$ cat config.mk
export PLATFORM = sky130hd
export DESIGN_NAME = ysyx_22050550_fetch_ctrl
export DESIGN_NICKNAME = d
export VERILOG_FILES = /design/src/rtl/ysyx_22050550_fetch_ctrl.sv
export SDC_FILE = /design/constraint.sdc
export NUM_CORES = 1
export LEC_CHECK = 0
export BUFFER_PORTS_ARGS = -buffer_cell sky130_fd_sc_hd__buf_2
export CAP_MARGIN = 0
export CORE_AREA = 2 2 115 117
export CTS_BUF_LIST = sky130_fd_sc_hd__clkbuf_8
export DETAILED_ROUTE_END_ITERATION = 6
export DIE_AREA = 0 0 117 119
export GPL_ROUTABILITY_DRIVEN = 0
export PLACE_DENSITY_LB_ADDON = 0.05
export SLEW_MARGIN = 20
export SYNTH_ARGS = -nofsm -noshare
export SYNTH_HDL_FRONTEND = slang
export SYNTH_SLANG_ARGS = --single-unit
$ cat constraint.sdc
create_clock -name clock -period 2.1 [get_ports clock]
set_input_delay 0.315 -clock clock [delete_from_list [all_inputs] [get_ports clock]]
set_output_delay 0.315 -clock clock [all_outputs]
set_load 0.01 [all_outputs]
$ cat src/rtl/ysyx_22050550_fetch_ctrl.sv
// Instruction-fetch controller: latches the PC, issues one read, holds the instruction for ID.
// A redirect marks the in-flight fetch killed; its beat is still drained before refetching.
module ysyx_22050550_fetch_ctrl #(
   parameter int ADDR_W = 64,
   parameter int INST_W = 32,
   parameter int DATA_W = 64
) (
   input  logic              clock,
   input  logic              reset,
   input  logic [ADDR_W-1:0] pc_in,
   input  logic              redirect,
   output logic              pc_advance,
   output logic              ar_valid,
   output logic [ADDR_W-1:0] ar_addr,
   input  logic              ar_ready,
   input  logic              r_valid,
   input  logic [DATA_W-1:0] r_data,
   input  logic [1:0]        r_resp,
   output logic              r_ready,
   output logic              if_valid,
   input  logic              if_ready,
   output logic [ADDR_W-1:0] if_pc,
   output logic [INST_W-1:0] if_inst,
   output logic              if_fault
);

   typedef enum logic [1:0] {LOAD, ADDR, DATA, OUT} state_t;

   state_t            state_q, state_d;
   logic [ADDR_W-1:0] addr_q, addr_d;
   logic [INST_W-1:0] inst_q, inst_d;
   logic              kill_q, kill_d;
   logic              fault_q, fault_d;
   logic              resp_err;

   assign resp_err = (r_resp != 2'b00);

   always_comb begin
      state_d = state_q;
      addr_d  = addr_q;
      inst_d  = inst_q;
      kill_d  = kill_q;
      fault_d = fault_q;
      case (state_q)
         LOAD: begin
            // pc_in already holds any redirect target here, so no kill is needed
            addr_d  = pc_in;
            kill_d  = 1'b0;
            state_d = ADDR;
         end
         ADDR: begin
            if (redirect) kill_d = 1'b1;
            if (ar_ready) state_d = DATA;
         end
         DATA: begin
            if (r_valid) begin
               if (kill_q || redirect) begin
                  state_d = LOAD;
               end else begin
                  fault_d = resp_err;
                  inst_d  = resp_err ? '0 : (addr_q[2] ? r_data[63:32] : r_data[31:0]);
                  state_d = OUT;
               end
            end else if (redirect) begin
               kill_d = 1'b1;
            end
         end
         OUT: begin
            if (redirect || if_ready) state_d = LOAD;
         end
         default: state_d = LOAD;
      endcase
   end

   always_ff @(posedge clock) begin
      if (reset) begin
         state_q <= LOAD;
         addr_q  <= '0;
         inst_q  <= '0;
         kill_q  <= 1'b0;
         fault_q <= 1'b0;
      end else begin
         state_q <= state_d;
         addr_q  <= addr_d;
         inst_q  <= inst_d;
         kill_q  <= kill_d;
         fault_q <= fault_d;
      end
   end

   assign ar_valid   = !reset && (state_q == ADDR);
   assign ar_addr    = addr_q;
   assign r_ready    = !reset && (state_q == DATA);
   assign if_valid   = !reset && (state_q == OUT);
   assign if_pc      = addr_q;
   assign if_inst    = inst_q;
   assign if_fault   = !reset && fault_q;
   assign pc_advance = !reset && (state_q == OUT) && if_ready && !redirect;

endmodule

**Yosys cells after proc, flatten, opt, wreduce, memory -nomap -nowiden**

Index checks and enable logic that the tools add are counted.

- Register bits: 100
- Output and inout bits: 165
- Word-level logic and storage cells: 39

- Equal/unequal tests: 7
- Mux-type cells: 10
- Bitwise logic cells: 1
- Reduce and logical (&&, ||, !) cells: 16

Operators with widths:

| kind | number |
|---|---|
| $mux 32 | 2 |
| $mux 2 | 4 |
| $ne 2x2->1 const B | 4 |
| $pmux 2 s4 | 1 |
| $logic_and 1x1->1 | 6 |
| $reduce_and 3->1 | 2 |
| $eq 2x2->1 const B | 2 |
| $pmux 1 s3 | 1 |
| $reduce_bool 3->1 | 1 |
| $eq 2x1->1 const B | 1 |
| $logic_not 1->1 | 2 |
| $logic_not 2->1 | 1 |
| $logic_or 1x1->1 | 2 |
| $mux 1 | 2 |
| $reduce_and 2->1 | 1 |
| $reduce_bool 2->1 | 1 |
| $not 1->1 | 1 |

**Longest topological paths before layout**

Gate-level depths: netlist of the first run.

- Depth after elaboration: 4
- Depth in mapped cells: 7

**Worst setup path after synthesis of the first run**

No wires, ideal clock.

- Path kind: flip-flop to flip-flop
- Start: register state_q[1]
- End: register addr_q[10] (netlist: ar_addr[10])
- Library setup time: 0.128 ns
- Arrival time: 1.335 ns
- Slack: 0.637 ns
- Cell stages (with the launch flop): 7
- Buffers on the path: 2
- Period minus slack after synthesis: 1.463 ns
- Cells stage by stage: dfxtp_1 inv_1 ha_1 buf_2 buf_2 mux2i_1 nor2_1

- Longest elaborated chain between the ends: 1

Ends and longest elaborated chain:

| element | line | text |
|---|---|---|
| start, declared | 29 | `state_t state_q, state_d;` |
| start signal, assigned | 83 | `state_q <= state_d;` |
| $logic_not 2->1 | 44 | `case (state_q)` |
| end signal, assigned | 84 | `addr_q <= addr_d;` |
| end, declared | 30 | `logic [ADDR_W-1:0] addr_q, addr_d;` |

No other way between the ends.
A chain may end at the register's enable or synchronous reset.

**Final worst setup path of the first run**

- Start: register state_q[0]
- End: output pc_advance

- Longest elaborated chain between the ends: 4

Ends and longest elaborated chain:

| element | line | text |
|---|---|---|
| $eq 2x2->1 | 98 | `assign pc_advance = !reset && (state_q == OUT) && if_ready && !redirect;` |
| $logic_and 1x1->1 (3 in series) | 98 |  |
| end, declared | 12 | `output logic pc_advance,` |

No other way between the ends.

==> metrics, run 1 <==
share of cells above drive strength 1=50.56%; status=finished clean; VDD IR-drop max=between 0.7 and 0.8 mV; WS Path Type=reg2out; CP arrival=roughly 1500 ps; grt ovf=0; CTS root buffer=clkbuf_8; final setup margin=327.6 ps; final count of hold timing violations=0; DRT Pass-1 Iters=4; maxcap violations=0; fraction of post-synthesis cell area in the top cell type by area=between 40 and 50%; Max Used Layer=met4; setup violators final=0; Worst R2R Setup Slack=around 330 ps; Cells after Synth=slightly below 500; largest net degree at the start of global routing=65; vias per cell=4.462; Mapped Avg Cell Area=~9.5 um^2; total design power=around 6.7 mW; nets=between 800 and 900; Leak=between 3 and 4 nW; RSZ-0062 raised after global routing=no; Slowest-stage cell, CP=dfxtp_1; Yosys warnings=0; Mapped Area=around 0.0046 mm^2; peak per-stage delay on the critical path=410 ps; Synth Register Bits=100; met1 WL=4971 um; total die area=approximately 0.014 mm^2; Tightest Hold Check Type=in2reg; Cell variety after synth=29; P per Cell Area=1121 mW/mm^2; Die W=117 um; Tcrit/Tclk final=a little over four fifths; Core ar.=~0.013 mm^2; CTS resizes=0; Rel. slew slack=68.46%; initial antenna violation count=0; CTS tree=done; Initial Utilization=35.86%; met2 WL=between 5000 and 6000 um; critical path required time=between 1500 and 2000 ps; vias in the first global route=~3.6k; I/O Buffers=300; CTS Buf Count=9; Initial DRC Count=between 100 and 150; row cnt=42; placed cell count=~870; Non-Filler Instances=~890; Final Critical Period=between 1500 and 2000 ps; Synth area leaders=dfxtp_1 (43%), mux2i_1 (14%), buf_4 (12%), mux2_2 (7.8%), nor2_1 (5.5%); synth-to-layout area growth=30.00%; Crit. End Element=primary output; routed vias=just under 4k; # diodes=0; Clock Tree Buf Depth=2; TNS Setup=0 ps; clock sinks=100; hold_buf cts=0; clk_skew=between 9 and 10 ps; Die Ht=about 120 um; register area share after synthesis=between 40 and 50%; Place WS=around 340 ps; # IOs=around 300; crit-path max FO=5; Final ANT Viol Nets=0; Wirelength per Cell=roughly 13 um; crit path cell chain=ha_1 > nor2b_1 > and3b_2 > buf_2; routed wl met3=923 um; Yosys top cell by area=dfxtp_1; worst slew pin tran=473.0 ps; Remaining DRCs=0; final wirelength=roughly 12,000 um; Worst setup SP type=register; GRT Util Overall=approximately 17%; final slew viol count=0; first-pass GRT wire length=roughly 18,000 um; Hold WS=between 150 and 200 ps; H-tree depth=3; most frequent cells in the layout=buf_2 (299), dfxtp_1 (99), nor2_1 (67); Worst-Skew Late Latency=~370 ps; highest clock rate=between 0.5 and 0.6 GHz; commonest non-fill, non-tap cell in the layout=buf_2; CTS clk-pin slew, worst paths=90 ps; Post-Syn Nets=between 600 and 700; DP Wirelength=8692 um; post-CTS setup buffers=0
-- critical path: cells and delay by family (launching register included) --
family                   cells  cell delay (ps)
adder cells (fa/ha/maj)      1              200
buffers and inverters        1              120
flip-flops                   1              410
AND/OR/NAND/NOR              2              360
-- path summary, 6_finish.rpt --
path | end | cells after the start | startpoint
worst max-delay path | pc_advance | 4 | state_q[0]
worst min-delay path | ar_addr[8] | 3 | pc_in[8]
worst max register to register | if_inst[16] | 6 | state_q[0]
worst min register to register | if_inst[2] | 2 | if_inst[2]
-- layout make-up --
cell class                      instances  area, um^2
Clock inverter                          3       37.54
Inverter                                3       11.26
Timing Repair Buffer                  307        1607
Clock buffer                           12       165.2
Sequential cell                       100        2003
Fill cell                            1281        6873
Tap cell                              176       220.2
Multi-Input combinational cell        287        1958
-- metal layers --
metal | vias up | GRT usage (%)
met5 | - | 0
met4 | 0 | 7.059
met3 | 14 | 4.529
met2 | 165 | 28.40
met1 | 1784 | 19.66
li1 | 1999 | -
-- through the flow --
stage,cell area (um^2),utilization (%)
after CTS,6002,46.62
after global routing,6002,46.62
after global placement,5799,45.04
after floorplan,4617,-
after detailed placement,5799,45.04
final,6002,46.62
-- Yosys cell counts, drive strengths merged --
cell,instances
or2b,2
a221oi,1
or3,1
mux2,32
clkbuf,13
or3b,1
and3,1
nand2,33
a311oi,1
dfxtp,100
a21oi,32
nand4,1
nor2,68
a31oi,2
nand3,32
inv,3
nor2b,4
dlygate4sd1,1
and4bb,1
a211oi,2
nor3b,1
buf,83
nand4bb,1
ha,6
and3b,1
mux2i,64
-- flip-flops by register name (all words and copies together) (netlist names) --
name	flops
ar_addr	64
if_inst	32
fault_q	1
kill_q	1
state_q	2
-- logic make-up after synthesis --
kind of cell | synth area share [%]
AO/OA/AOI/OAI | 4.580
adder cells (fa/ha/maj) | 1.626
buffers and inverters | 14.55
multiplexers | 21.68
flip-flops | 43.36
AND/OR/NAND/NOR | 14.20
-- power breakdown --
part	internal, mW	switching (mW)
sequential	2.27	0.272
combinational	1.43	1.49
clock	0.635	0.633
total	4.33	2.39
Note: power is estimated with default switching activity, not from simulation.
==> inputs of run 2 (changes only) <==
==> constraint.sdc (replaced) <==
create_clock -name clock -period 1.7 [get_ports clock]
set_input_delay 0.255 -clock clock [delete_from_list [all_inputs] [get_ports clock]]
set_output_delay 0.255 -clock clock [all_outputs]
set_load 0.01 [all_outputs]
==> run 2 against run 1 <==
Net effect:
- total power grew 24%
- setup slack lost 260 ps
- clock skew is essentially flat
- highest routed layer unchanged
- sequential power grew 25%
- die area is the same
- cell area grew 1.1%
- sequential cell count is the same
- critical path type unchanged
- global-route usage grew 0.54 points
- cell count grew 0.79%
- first-iteration DRC count shrank 16%
- worst hold slack lost 60 ps
==> metrics, run 2 (synthesized netlist as in run 1, its figures left out) <==
CP delay by family, top=flip-flops; final wirelength=12,290 um; DP Wirelength=9253 um; Cell Area, Placed=just under 0.006 mm^2; worst r2r src=state_q[0]; final count of hold timing violations=0; largest net degree at the start of global routing=45; Remaining DRCs=0; highest clock rate=a little over 0.6 GHz; RSZ-0062 raised after global routing=yes; Final Cell Area=around 0.006 mm^2; setup violators final=0; CP Capture Point=pc_advance; Worst-Skew Late Latency=between 300 and 400 ps; vias per cell=roughly 4.5; Final Critical Period=between 1500 and 2000 ps; Worst setup SP type=register; Initial DRC Count=about 110; status=finished clean; Register Area=between 0.002 and 0.0025 mm^2; Tcrit/Tclk final=95.99%; CTS tree=done; Tightest Hold Check Type=in2reg; nets=856; # IOs=about 300; most frequent cells in the layout=buf_2 (299), dfxtp_1 (97), nor2_1 (67); final setup margin=roughly 68 ps; origin of the worst setup path=state_q[1]; R2R cell count=6; grt ovf=0; I/O Buffers=300; H-tree depth=3; CTS Buf Count=9; peak per-stage delay on the critical path=around 380 ps; placed cell count=roughly 880; first-pass GRT wire length=about 19,000 um; total design power=~8.3 mW; total die area=approximately 0.014 mm^2; clock sinks=100; VDD IR-drop max=0.8169 mV; Leak=3.211 nW; DRT Pass-1 Iters=6; TNS Setup=0 ps; Final ANT Viol Nets=0; Place WS=72.48 ps; Final Core Density=47.11%; Rel. slew slack=between 70% and 80%; P per Cell Area=roughly 1400 mW/mm^2; row cnt=42; CTS clk-pin slew, worst paths=around 100 ps; Clock Tree Buf Depth=2; crit path cell chain=ha_4 > nor2b_2 > and3b_2 > buf_2; crit-path max FO=4; commonest non-fill, non-tap cell in the layout=buf_2; Core ar.=approximately 0.013 mm^2; maxcap violations=0; Die W=between 100 and 150 um; max reg flops=64; final slew viol count=0; CP arrival=1380 ps; critical path required time=around 1400 ps; Hold WS=approximately 110 ps; hold_buf cts=0; vias in the first global route=between 3k and 4k; footprint of the multi-input gates=approximately 0.0020 mm^2; share of cells above drive strength 1=52.43%; routed vias=3,996; Initial Utilization=a little over a third; initial antenna violation count=0; Crit. End Element=primary output; Wirelength per Cell=roughly 14 um; Non-Filler Instances=just under 900; CP bufs+invs=1; fillers=about 1.3k; # diodes=0; GRT Util Overall=17.29%; worst slew pin tran=~360 ps; RR Endpoint=if_inst[0]; clk_skew=9.580 ps; CTS root buffer=clkbuf_8; Critical Path Stages=4; Slowest-stage cell, CP=dfxtp_4; synth-to-layout area growth=31.38%; WS Path Type=reg2out; Die Ht=119 um; Worst R2R Setup Slack=around 200 ps
run 2: timing repair:
action                     CTS  global route
gates resized for setup      3            10
setup endpoints to repair    2            27
pin swaps                    0             2
setup buffers                0             1
gates cloned                 0             0
run 2: cell type report:
class / instances / area share [%]
repair buffers: 313 / 27.23
clock buffers: 12 / 2.723
multi-input cells: 287 / 32.67
flip-flops and latches: 100 / 33.15
inverters: 3 / 0.2269
well taps: 176 / 3.630
clock inverters: 4 / 0.3713
run 2: tightest hold or removal path: cells and delay by family:
family                 cells  cell delay (ps)
buffers and inverters      1               70
and+or+nand+nor            1               70
muxes                      1               50
run 2: how the worst min path moves through the flow:
stage / start / endpoint / slack, ps / cells past startpoint
final: pc_in[7] / ar_addr[7] / 110 / 3
after global routing: pc_in[45] / ar_addr[45] / 100 / 3
after CTS: pc_in[7] / ar_addr[7] / 90 / 3
after detailed placement: if_inst[2] / if_inst[2] / 440 / 2
after global placement: if_inst[15] / if_inst[15] / 440 / 2
after floorplan: pc_in[0] / ar_addr[0] / 400 / 2
run 2: where the power goes:
part	leakage (nW)	switching, mW	internal [mW]	total, mW
Combinational	2.29	1.87	1.82	3.69
Clock	0.0982	0.820	0.646	1.47
Sequential	0.822	0.362	2.82	3.18
Total	3.21	3.05	5.29	8.34
run 2: per-layer routing:
metal  up-vias  wire, um  track usage [%]  share of wire, %
met5         -         0                0                 0
met1      1790      5083            20.45                41
met3        16       962            4.580               7.8
met4         0       240            6.912               2.0
li1       2021         -                -                 -
met2       169      6000            29.41                49
==> inputs of run 3 (changes only) <==
--- a/config.mk
+++ b/config.mk
@@ -7,12 +7,17 @@
 export LEC_CHECK = 0
 export BUFFER_PORTS_ARGS = -buffer_cell sky130_fd_sc_hd__buf_2
 export CAP_MARGIN = 0
-export CORE_AREA = 2 2 115 117
+export CELL_PAD_IN_SITES_DETAIL_PLACEMENT = 1
+export CELL_PAD_IN_SITES_GLOBAL_PLACEMENT = 1
+export CORE_ASPECT_RATIO = 1.4
+export CORE_MARGIN = 2
+export CORE_UTILIZATION = 30
 export CTS_BUF_LIST = sky130_fd_sc_hd__clkbuf_8
 export DETAILED_ROUTE_END_ITERATION = 6
-export DIE_AREA = 0 0 117 119
 export GPL_ROUTABILITY_DRIVEN = 0
 export PLACE_DENSITY_LB_ADDON = 0.05
+export RECOVER_POWER = 25
+export SETUP_SLACK_MARGIN = 0.3
 export SLEW_MARGIN = 20
 export SYNTH_ARGS = -nofsm -noshare
 export SYNTH_HDL_FRONTEND = slang
==> run 3 against run 2 <==
Net effect:
- routed wire length grew 18%
- clock power shrank 7%
- cell area grew 4.2%
- sequential power is essentially flat
- critical path depth is the same
- maximum frequency grew 2.0%
- register-to-register slack lost 40 ps
- worst hold slack gained 12 ps
- cell count grew 3.0%
- clock skew grew 4.2 ps
- largest cell class is now multi-input combinational cells
- largest power group unchanged
==> metrics, run 3 (synthesized netlist as in run 1, its figures left out) <==
RR Endpoint=fault_q; crit-path max FO=4; row cnt=53; Final Cell Area=around 0.0063 mm^2; final count of hold timing violations=0; Slowest-stage cell, CP=dfxtp_4; routed vias=4,207; I/O Buffers=300; critical path required time=~1400 ps; Clock Tree Buf Depth=2; R2R cell count=6; nets=868; fillers=1,854; synth-to-layout area growth=36.86%; clk_skew=~14 ps; VDD IR-drop max=between 0.4 and 0.5 mV; peak per-stage delay on the critical path=approximately 380 ps; Tcrit/Tclk final=a little over nine tenths; CP Capture Point=pc_advance; Tightest Hold Check Type=in2reg; CTS Buf Count=9; share of cells above drive strength 1=46.03%; hold_buf cts=0; worst slew pin tran=393.1 ps; Worst R2R Setup Slack=160 ps; final slew viol count=0; DP Wirelength=between 10,000 and 15,000 um; # diodes=0; GRT Util Overall=about 16%; Worst-Skew Late Latency=between 300 and 400 ps; TNS Setup=0 ps; CP arrival=1350 ps; Rel. slew slack=approximately three quarters; largest net degree at the start of global routing=48; RSZ-0062 raised after global routing=yes; grt ovf=0; P per Cell Area=1379 mW/mm^2; # IOs=roughly 300; max reg flops=64; H-tree depth=3; Wirelength per Cell=between 15 and 20 um; vias per cell=4.563; Hold Path Stages=3; CTS tree=done; highest clock rate=0.6248 GHz; status=finished clean; crit path cell chain=ha_4 > nor2b_4 > and3b_2 > buf_6; vias in the first global route=~4.0k; total design power=8.711 mW; initial antenna violation count=0; Die W=around 110 um; Leak=just over 3 nW; commonest non-fill, non-tap cell in the layout=buf_2; Final ANT Viol Nets=0; Final Critical Period=around 1600 ps; maxcap violations=0; Initial DRC Count=just over 90; final wirelength=between 10,000 and 15,000 um; CTS clk-pin slew, worst paths=90 ps; DRT Pass-1 Iters=4; Remaining DRCs=0; Crit. End Element=primary output; Initial Utilization=roughly 30%; Worst setup SP type=register; Cell Area, Placed=0.005859 mm^2; total die area=0.01641 mm^2; CTS root buffer=clkbuf_8; WS Path Type=reg2out; most frequent cells in the layout=buf_2 (232), dfxtp_1 (97), nor2_1 (67); clock sinks=100; origin of the worst setup path=state_q[1]; worst r2r src=state_q[1]; Die Ht=between 150 and 200 um; first-pass GRT wire length=just over 20,000 um; setup violators final=0; Core ar.=about 0.015 mm^2
==> run 3: cell types whose count changed in the layout (fill, tap and decap cells not counted), sizes merged <==
cell      delta
clkbuf      +70
clkinv       -2
inv          +2
buf         -60
clkinvlp     +1
==> run 3: power by group <==
part / switching [mW] / internal (mW) / total (mW)
combinational: 2.08 / 2.07 / 4.14
clock: 0.806 / 0.558 / 1.36
sequential: 0.381 / 2.82 / 3.20
total: 3.26 / 5.45 / 8.71
==> run 3: layer usage <==
metal / GRT usage [%] / share of wire (%) / wire length [um] / vias up
li1: - / - / - / 2043
met1: 17.65 / 39 / 5616 / 1992
met2: 29.31 / 53 / 7719 / 162
met3: 4.131 / 7.0 / 1022 / 10
met4: 4.744 / 1.1 / 159 / 0
met5: 0 / 0 / 0 / -
==> run 3: repair_timing <==
action | 4_1_cts | 5_1_grt
cloned | 1 | 6
setup buffers | 2 | 4
setup endpoints to repair | 104 | 75
gates resized for setup | 16 | 22
pin swaps | 3 | 31
==> run 3: through the flow <==
step / setup WS, ps / hold WS, ps / std cells / utilization [%]
6_report: 99.58 / 126.6 / 922 / 41.97
5_1_grt: 53.95 / 114.9 / 922 / 41.97
4_1_cts: 86.47 / 105.4 / 912 / 40.70
3_5_place_dp: 113.8 / 442.2 / 894 / 38.92
3_3_place_gp: 201.4 / 436.5 / 894 / 38.92
2_1_floorplan: 310.2 / 402.2 / 487 / -
==> run 3: layout make-up <==
class	count	area, um^2	area share [%]
clock inverters	5	31.28	0.4950
flip-flops and latches	100	2011	31.82
well taps	192	240.2	3.802
repair buffers	325	1809	28.63
inverters	3	16.27	0.2574
multi-input cells	287	2073	32.81
clock buffers	10	137.6	2.178
==> run 3: worst max-delay path: cells and delay by family, from the launching register on <==
family,cells,cell delay [ps]
adder cells (fa/ha/maj),1,170
buffers and inverters,1,120
flip-flops,1,380
AND/OR/NAND/NOR,2,330
==> run 3: worst min path at each step <==
| stage | endpoint | startpoint | slack, ps |
|---|---|---|---|
| after floorplan | ar_addr[0] | pc_in[0] | 400 |
| after global placement | if_inst[21] | if_inst[21] | 440 |
| after detailed placement | if_inst[28] | if_inst[28] | 440 |
| after CTS | ar_addr[54] | pc_in[54] | 110 |
| after global routing | ar_addr[50] | pc_in[50] | 110 |
| final | ar_addr[54] | pc_in[54] | 130 |
